`src/rtl/drc_pkg.sv`:
```
// rtl/drc_pkg.sv - shared types and defaults for the DVP frame capture controller
package drc_pkg;

    // Default counter widths
    localparam int LINE_W_DEF = 11;
    localparam int FRM_W_DEF  = 10;
    localparam int CNT_W_DEF  = 16;

    // RGB565 pixel width and DVP byte width
    localparam int PIX_W  = 16;
    localparam int BYTE_W = 8;

    // Capture controller states
    typedef enum logic [1:0] {
        ST_IDLE   = 2'd0,
        ST_ARM    = 2'd1,
        ST_SYNC   = 2'd2,
        ST_ACTIVE = 2'd3
    } state_t;

endpackage

```
`src/rtl/drc_byte_pack.sv`:
```
// rtl/drc_byte_pack.sv - pairs DVP bytes into RGB565 pixels and drives the FIFO write strobe
module drc_byte_pack
    import drc_pkg::*;
(
    input  logic              clk,
    input  logic              rst,
    input  logic              en,       // sampled byte with href=1 while capturing
    input  logic              clr,      // restart pairing (href edge or not capturing)
    input  logic [BYTE_W-1:0] d,
    input  logic              full,
    output logic              wr,
    output logic [PIX_W-1:0]  data,
    output logic              pix_evt,  // a pixel completes this cycle
    output logic              ovf_evt,  // that pixel is dropped because the FIFO is full
    output logic              partial   // high byte held, low byte not yet seen
);

    logic              phase;
    logic [BYTE_W-1:0] hi_byte;
    logic              eff_phase;

    // A clear in the same cycle as a byte makes that byte the high half
    assign eff_phase = clr ? 1'b0 : phase;
    assign pix_evt   = en & eff_phase;
    assign ovf_evt   = pix_evt & full;
    assign partial   = phase;

    // Byte pairing; the write strobe and pixel appear the cycle after the low byte
    always_ff @(posedge clk) begin
        if (rst) begin
            phase   <= 1'b0;
            hi_byte <= '0;
            wr      <= 1'b0;
            data    <= '0;
        end else begin
            wr <= 1'b0;
            if (en) begin
                if (!eff_phase) begin
                    hi_byte <= d;
                    phase   <= 1'b1;
                end else begin
                    phase <= 1'b0;
                    if (!full) begin
                        wr   <= 1'b1;
                        data <= {hi_byte, d};
                    end
                end
            end else if (clr) begin
                phase <= 1'b0;
            end
        end
    end

endmodule

```
`src/rtl/drc_frame_ctrl.sv`:
```
// rtl/drc_frame_ctrl.sv - DVP frame capture FSM with line/frame size checking and error flags
module drc_frame_ctrl
    import drc_pkg::*;
#(
    parameter int LINE_W = LINE_W_DEF,
    parameter int FRM_W  = FRM_W_DEF,
    parameter int CNT_W  = CNT_W_DEF
) (
    input  logic              clk,
    input  logic              rst,
    input  logic              pclk_sync_i,
    input  logic              dvp_vsync_i,
    input  logic              dvp_href_i,
    input  logic [7:0]        dvp_d_i,
    input  logic              cfg_start_i,
    input  logic              cfg_stop_i,
    input  logic              cfg_clr_err_i,
    input  logic [LINE_W-1:0] cfg_ppl_i,
    input  logic [FRM_W-1:0]  cfg_lpf_i,
    input  logic              pfifo_full_i,
    output logic              pfifo_wr_o,
    output logic [15:0]       pfifo_data_o,
    output logic              frame_done_o,
    output logic              busy_o,
    output logic [CNT_W-1:0]  frame_cnt_o,
    output logic              err_ovf_o,
    output logic              err_size_o
);

    state_t            state;
    logic              stop_pend;
    logic              vsync_q;
    logic              href_q;
    logic [LINE_W-1:0] pix_cnt;
    logic [FRM_W-1:0]  line_cnt;
    logic [FRM_W-1:0]  line_cnt_nxt;

    logic active;
    logic vs_rise;
    logic href_rise;
    logic href_fall;
    logic frame_end;
    logic line_end;
    logic pack_en;
    logic pack_clr;
    logic pix_evt;
    logic ovf_evt;
    logic partial;
    logic line_mismatch;
    logic frame_mismatch;

    // Edge detection is only meaningful on PCLK strobes; the history registers hold otherwise
    assign active    = (state == ST_ACTIVE);
    assign vs_rise   = pclk_sync_i &  dvp_vsync_i & ~vsync_q;
    assign href_rise = pclk_sync_i &  dvp_href_i  & ~href_q;
    assign href_fall = pclk_sync_i & ~dvp_href_i  &  href_q;
    assign frame_end = active & vs_rise;
    assign line_end  = active & href_fall;
    assign pack_en   = active & pclk_sync_i & dvp_href_i;
    assign pack_clr  = ~active | href_rise | href_fall;

    // A line ending on the same strobe as the frame still counts before the frame check
    assign line_cnt_nxt = (line_end && !(&line_cnt)) ? line_cnt + FRM_W'(1) : line_cnt;

    assign line_mismatch  = line_end  & ((pix_cnt != cfg_ppl_i) | (&pix_cnt) | partial);
    assign frame_mismatch = frame_end & ((line_cnt_nxt != cfg_lpf_i) | (&line_cnt_nxt));

    drc_byte_pack u_pack (
        .clk     (clk),
        .rst     (rst),
        .en      (pack_en),
        .clr     (pack_clr),
        .d       (dvp_d_i),
        .full    (pfifo_full_i),
        .wr      (pfifo_wr_o),
        .data    (pfifo_data_o),
        .pix_evt (pix_evt),
        .ovf_evt (ovf_evt),
        .partial (partial)
    );

    // Previous sampled vsync/href, updated only on PCLK strobes
    always_ff @(posedge clk) begin
        if (rst) begin
            vsync_q <= 1'b0;
            href_q  <= 1'b0;
        end else if (pclk_sync_i) begin
            vsync_q <= dvp_vsync_i;
            href_q  <= dvp_href_i;
        end
    end

    // Capture FSM with registered busy, frame_done and frame counter
    always_ff @(posedge clk) begin
        if (rst) begin
            state        <= ST_IDLE;
            stop_pend    <= 1'b0;
            busy_o       <= 1'b0;
            frame_done_o <= 1'b0;
            frame_cnt_o  <= '0;
        end else begin
            frame_done_o <= 1'b0;
            case (state)
                ST_IDLE: begin
                    if (cfg_start_i && !cfg_stop_i) begin
                        state  <= ST_ARM;
                        busy_o <= 1'b1;
                    end
                end
                ST_ARM: begin
                    if (cfg_stop_i) begin
                        state  <= ST_IDLE;
                        busy_o <= 1'b0;
                    end else if (pclk_sync_i && dvp_vsync_i) begin
                        state <= ST_SYNC;
                    end
                end
                ST_SYNC: begin
                    if (cfg_stop_i) begin
                        state  <= ST_IDLE;
                        busy_o <= 1'b0;
                    end else if (pclk_sync_i && !dvp_vsync_i) begin
                        state <= ST_ACTIVE;
                    end
                end
                ST_ACTIVE: begin
                    if (frame_end) begin
                        frame_done_o <= 1'b1;
                        frame_cnt_o  <= frame_cnt_o + CNT_W'(1);
                        if (stop_pend || cfg_stop_i) begin
                            state     <= ST_IDLE;
                            busy_o    <= 1'b0;
                            stop_pend <= 1'b0;
                        end else begin
                            state <= ST_SYNC;
                        end
                    end else if (cfg_stop_i) begin
                        stop_pend <= 1'b1;
                    end
                end
                default: begin
                    state     <= ST_IDLE;
                    busy_o    <= 1'b0;
                    stop_pend <= 1'b0;
                end
            endcase
        end
    end

    // Saturating pixel-per-line and line-per-frame counters
    always_ff @(posedge clk) begin
        if (rst) begin
            pix_cnt  <= '0;
            line_cnt <= '0;
        end else if (frame_end) begin
            pix_cnt  <= '0;
            line_cnt <= '0;
        end else if (line_end) begin
            pix_cnt  <= '0;
            line_cnt <= line_cnt_nxt;
        end else if (pix_evt && !(&pix_cnt)) begin
            pix_cnt <= pix_cnt + LINE_W'(1);
        end
    end

    // Sticky error flags; a set in the same cycle wins over a clear
    always_ff @(posedge clk) begin
        if (rst) begin
            err_ovf_o  <= 1'b0;
            err_size_o <= 1'b0;
        end else begin
            if (ovf_evt)
                err_ovf_o <= 1'b1;
            else if (cfg_clr_err_i)
                err_ovf_o <= 1'b0;

            if (line_mismatch || frame_mismatch)
                err_size_o <= 1'b1;
            else if (cfg_clr_err_i)
                err_size_o <= 1'b0;
        end
    end

endmodule

```
`config.mk`:
```
export PLATFORM = sky130hd
export DESIGN_NAME = drc_frame_ctrl
export DESIGN_NICKNAME = d
export VERILOG_FILES = /design/src/rtl/drc_pkg.sv /design/src/rtl/drc_byte_pack.sv /design/src/rtl/drc_frame_ctrl.sv
export SDC_FILE = /design/constraint.sdc
export NUM_CORES = 1
export LEC_CHECK = 0
export ABC_CLOCK_PERIOD_IN_PS = 2250
export CAP_MARGIN = 20
export CORE_AREA = 2 2 109 111
export CTS_CLUSTER_DIAMETER = 40
export DETAILED_ROUTE_END_ITERATION = 8
export DIE_AREA = 0 0 111 113
export MAX_ROUTING_LAYER = met4
export SLEW_MARGIN = 15
export SYNTH_ARGS = -nofsm -noshare
export SYNTH_HDL_FRONTEND = slang
export SYNTH_SLANG_ARGS = --single-unit
```
`constraint.sdc`:
```
create_clock -name clk -period 2.25 [get_ports clk]
set_input_delay 0.45 -clock clk [delete_from_list [all_inputs] [get_ports clk]]
set_output_delay 0.45 -clock clk [all_outputs]
set_load 0.1 [all_outputs]
```
Word level (Yosys, flattened, before mapping)
Index checks and enable logic that the tools add are counted.
{ "totals": {"output_inout_bits": 37, "wordCells": 109, "reg_bits": 72} }
{ "classes": {"n_bitwise": 26, "n_reduce_logical": 29, "eq_ne": 12, "n_mux": 24, "n_addsub": 3} }
{ "ops": {"columns": ["operator", "count"], "rows": [
  ["$reduce_and 10->1", 2],
  ["$add 16x1->16 const B", 1],
  ["$and 1x1->1", 14],
  ["$mux 1", 14],
  ["$mux 2", 7],
  ["$add 11x1->11 const B", 1],
  ["$ne 11x11->1", 1],
  ["$reduce_and 11->1", 1],
  ["$add 10x1->10 const B", 1],
  ["$mux 10", 1],
  ["$ne 10x10->1", 1],
  ["$ne 2x1->1 const B", 4],
  ["$pmux 2 s4", 1],
  ["$reduce_and 4->1", 2],
  ["$not 1->1", 7],
  ["$ne 3x3->1 const B", 2],
  ["$reduce_and 3->1", 2],
  ["$reduce_bool 2->1", 3],
  ["$reduce_or 2->1", 3],
  ["$reduce_or 3->1", 2],
  ["$logic_and 1x1->1", 5],
  ["$or 1x1->1", 5],
  ["$eq 2x2->1 const B", 2],
  ["$logic_not 1->1", 4],
  ["6 further kinds", 8]
]} }

Depth between registers and ports, before layout
{ "depth": {"word_depth": 11, "depth_mapped": 10} }

Hierarchy
Synthesis repeated with hierarchy kept, for this count alone.
{ "unflattened": {"cells_unflattened": 439, "area_unflattened_um2": 3878.7} }
{ "by_module_without_submodules": {"columns": ["module", "area_per_inst_um2", "instances", "cells_each"], "rows": [
  ["drc_frame_ctrl", 2763.9, 1, 333],
  ["drc_byte_pack", 1114.8, 1, 106]
]} }

Worst setup path before layout
Ideal clock, no wire load.
{ "synth_path": {"kind": "register to register", "from": "register line_cnt[1]", "to": "register err_size_o", "t_arrival_ns": 2.329, "path_slack_ns": -0.170, "setup_time_ns": 0.091, "path_buffers": 0, "period_less_slack_ns": 2.420, "stages_incl_launch_ff": 8, "cell_sequence": "dfxtp_1 -> ha_1 -> nand2_2 -> nor3_1 -> or4b_2 -> a32o_1 -> or4_1 -> a311oi_1"} }
{ "synth_via": {"elab_chain_len": 9, "elab_cells_between_ends": 12} }
{ "synth_rtl": {"columns": ["element", "line_no", "source"], "rows": [
  ["start: declaration", "drc_frame_ctrl.sv:35", "logic [FRM_W-1:0] line_cnt;"],
  ["start signal: assignment", "drc_frame_ctrl.sv:160", "line_cnt <= line_cnt_nxt;"],
  ["parallel branches: the longest is 3 deep, another holds $add 10x1->10", null, null],
  ["$mux 10 *", "drc_frame_ctrl.sv:63", "assign line_cnt_nxt = (line_end && !(&line_cnt)) ? line_cnt + FRM_W'(1) : line_cnt;"],
  ["$ne 10x10->1 or $reduce_and 10->1 (tied branches)", "drc_frame_ctrl.sv:66", "assign frame_mismatch = frame_end & ((line_cnt_nxt != cfg_lpf_i) | (&line_cnt_nxt));"],
  ["$or 1x1->1 *", "drc_frame_ctrl.sv:66", null],
  ["$and 1x1->1 *", "drc_frame_ctrl.sv:66", null],
  ["$logic_or 1x1->1 *", "drc_frame_ctrl.sv:177", "if (line_mismatch || frame_mismatch)"],
  ["$mux 1 or $reduce_bool 2->1 (tied branches)", null, null],
  ["end signal: assignment", "drc_frame_ctrl.sv:170", "err_size_o <= 1'b0;"],
  ["end signal: assignment", "drc_frame_ctrl.sv:178", "err_size_o <= 1'b1;"],
  ["end signal: assignment", "drc_frame_ctrl.sv:180", "err_size_o <= 1'b0;"],
  ["end: declaration", "drc_frame_ctrl.sv:27", "output logic err_size_o"]
]} }
Every way passes the cells marked *.
A chain may end at the register's enable or synchronous reset.

Worst setup path after layout
Same ends and word-level chain as after synthesis.

==> flow_summary.yaml <==
status:
  run_status: "finished, final reports clean"
synth:
  post-synth-top-count-cell: "sky130_fd_sc_hd__dfxtp_1"
  post-synth-top-area-fraction_pct: 39.1
  async_flop_share_pct: 0
  ys_top_cells_by_area: "sky130_fd_sc_hd__dfxtp_1 39%, sky130_fd_sc_hd__mux2i_1 7.9%, sky130_fd_sc_hd__xor2_1 7.6%, sky130_fd_sc_hd__nor2_1 6.8%, sky130_fd_sc_hd__ha_1 3.4%"
  post_synth_num_cell_types: 53
  synth_enable_flop_cells: 0
  post_synth_most_frequent_cells: "72 x sky130_fd_sc_hd__dfxtp_1, 67 x sky130_fd_sc_hd__nor2_1, 32 x sky130_fd_sc_hd__xor2_1"
  syn_inst: 425
  synth_seq_cells: 72
  yosysWarnings: 0
  synthesis.area_per_instance_um2: 8.67
  netlist_area_um2: 3680
  synth_fp_nets: 473
  synth_top_area_cell: "sky130_fd_sc_hd__dfxtp_1"
  seq_area_frac_synth_pct: 39.1
  synth_top_flop_cell: "sky130_fd_sc_hd__dfxtp_1"
finish:
  drive_gt1_share_pct: 29.7
  flow.area_growth_from_synthesis_pct: 49.4
  nets: 609
  antenna-diode-count: 0
  filler_cell_count: 1064
clocking:
  tritoncts: "done"
  num_cts_buffers: 9
  worst_skew_pair_latency_ps: 330
  htreeDepth: 3
  clk_transition_reported_paths_ps: 60
  clock-sinks: 72
  cts-root-buf: "sky130_fd_sc_hd__clkbuf_16"
  clock_path_buffers: 2
placement:
  gp_congestion: 0.911
  io_buffer_count: 74
  post-dp-hpwl_um: 7440
detailed_routing:
  remaining_drc_errors: 0
  num_vias: 3488
  met2_wl_um: 4670
  wl_met3_um: 399
  postRouteWirelength_um: 9870
  routedLengthMet1_um: 4680
  number_of_drc_markers_in_iteration_0: 165
  detail_route.wl_per_cell_um: 13.9
  detail_route.vias_per_cell: 4.92
  drtAntennaViolNets: 0
  highest_signal_layer: "met4"
  detailed_routing_iterations_pass_1: 4
timing:
  timing.final.setup_violations: 0
  layout_min_cycle_time_ps: 2220
  slew_headroom_pct: 60.8
  finalClockSkew_ps: 7.77
  totalNegativeSetupSlack_ps: 0
  rsz0062_at_grt: "true"
  tightestPinTransition_ps: 573
  report.final.slew_viol_count: 0
  achievable-frequency_mhz: 451
  finalHoldViolCount: 0
  fin_crit_sh_pct: 98.6
global_routing:
  number_of_global_route_vias_before_repair: 3416
  grt.overflow.total: 0
  initial_antenna_violation_count: 0
  groute.usage.overall_pct: 16.1
  largest_net_degree_at_the_start_of_global_routing: 29
  global_route_wire_length_before_repair_um: 16200
pwr:
  power_w: 0.00309
  p_leak_nw: 2.23
  power_density_nw_per_um2: 562
  ir_drop_uv: 338
die:
  floorplan.core_area_um2: 11300
  placement_rows: 39
  die_width_um: 111
  floorplan.initialDensity_pct: 32.7
  pin_count: 75
  die_footprint_um2: 12500
  die_height_um: 113
critical_path:
  timing_worst_setup_path_type: "reg2reg"
  crit_arrival_ps: 2410
  worst-endpoint-required_ps: 2440
  setup.worst_path.end_class: "flop"
  critical_path_peak_fanout: 6
  startpoint_type: "flop"
hold_path:
  min_delay_worst_type: "reg2reg"
flow_run:
  max-cap-violations: 0
==> cell families after synthesis <==
logic type	after synthesis	synth area share [%]
AO/OA/AOI/OAI	57	10.3
multiplexers	30	8.19
AND/OR/NAND/NOR	173	23.6
buffers and inverters	37	4.52
adder cells (fa/ha/maj)	10	3.40
XOR/XNOR	46	10.9
flip-flops	72	39.1
==> critical path: stages, from the launching register on <==
cell                       delay, ps
sky130_fd_sc_hd__dfxtp_4         360
sky130_fd_sc_hd__ha_4            180
sky130_fd_sc_hd__and2_4          170
sky130_fd_sc_hd__and3_4          190
sky130_fd_sc_hd__or3_4           380
sky130_fd_sc_hd__buf_6           130
sky130_fd_sc_hd__a22oi_2         100
sky130_fd_sc_hd__nand4_1         120
sky130_fd_sc_hd__nor4_2          330
sky130_fd_sc_hd__a311oi_2        130
==> where the power goes <==
part | switching (W) | internal [W] | leakage (nW)
logic | 0.000128 | 0.000130 | 1.49
clock network | 0.000563 | 0.000980 | 0.153
registers | 0.00000707 | 0.00128 | 0.584
total | 0.000699 | 0.00239 | 2.23
==> through the flow <==
step / setup WS, ps / hold WS [ps] / area (µm²) / std cells / utilization [%]
4_1_cts: 2.54 / 491 / 5380 / 705 / 47.7
3_5_place_dp: -519 / 472 / 4990 / 685 / 44.3
3_3_place_gp: -480 / 451 / 4990 / 685 / 44.3
2_1_floorplan: 14.6 / 437 / 3780 / 425 / -
6_report: 30.4 / 492 / 5500 / 709 / 48.8
5_1_grt: -27.8 / 522 / 5500 / 709 / 48.8
==> final cells by class <==
cell class	instances	area, µm²	area share (%)
flip-flops and latches	72	1450	26.4
well taps	143	179	3.25
inverters	14	52.6	0.955
clock buffers	9	225	4.09
clock inverters	7	101	1.84
repair buffers	148	1230	22.3
multi-input cells	316	2260	41.1
==> cells in the final DEF (no fill, tap or decap), types with 6 or more instances in the layout <==
| cell type | n |
|---|---|
| sky130_fd_sc_hd__nor3_1 | 9 |
| sky130_fd_sc_hd__buf_4 | 105 |
| sky130_fd_sc_hd__mux2i_1 | 29 |
| sky130_fd_sc_hd__or3_1 | 6 |
| sky130_fd_sc_hd__inv_1 | 14 |
| sky130_fd_sc_hd__ha_1 | 7 |
| sky130_fd_sc_hd__xor2_1 | 32 |
| sky130_fd_sc_hd__nand4_1 | 10 |
| sky130_fd_sc_hd__nand2_1 | 24 |
| sky130_fd_sc_hd__clkbuf_16 | 9 |
| sky130_fd_sc_hd__clkdlybuf4s50_1 | 34 |
| sky130_fd_sc_hd__xnor2_1 | 13 |
| sky130_fd_sc_hd__o21ai_0 | 9 |
| sky130_fd_sc_hd__nor2_1 | 66 |
| sky130_fd_sc_hd__dfxtp_1 | 65 |
| sky130_fd_sc_hd__dfxtp_2 | 6 |
| sky130_fd_sc_hd__nand3_1 | 14 |
| sky130_fd_sc_hd__a21oi_1 | 19 |
==> state kept, by name (all words and copies together), names as in the netlist <==
name	flops
u_pack.partial	1
stop_pend	1
line_cnt	10
href_q	1
pix_cnt	11
err_ovf_o	1
state	2
vsync_q	1
u_pack.data	16
u_pack.wr	1
err_size_o	1
busy_o	1
frame_cnt_o	16
frame_done_o	1
u_pack.hi_byte	8
==> metal layers <==
layer	up-vias	GRT usage [%]
li1	1765	-
met1	1631	20.7
met2	80	25.7
met3	12	3.11
met4	0	5.33
met5	-	-
==> repair_timing <==
action	CTS	global route
setup endpoints to repair	6	8
cloned	0	0
hold buffers	0	0
buffers inserted	4	5
pin swaps	6	15
resized for setup	9	23
==> final timing paths <==
check,start,to,slack (ps),cells after the start
max,line_cnt[1],err_size_o,30,9
max reg2reg,line_cnt[1],err_size_o,30,9
min reg2reg,stop_pend,stop_pend,490,2
min,stop_pend,stop_pend,490,2
No activity file was read; power rests on OpenSTA's default activity.
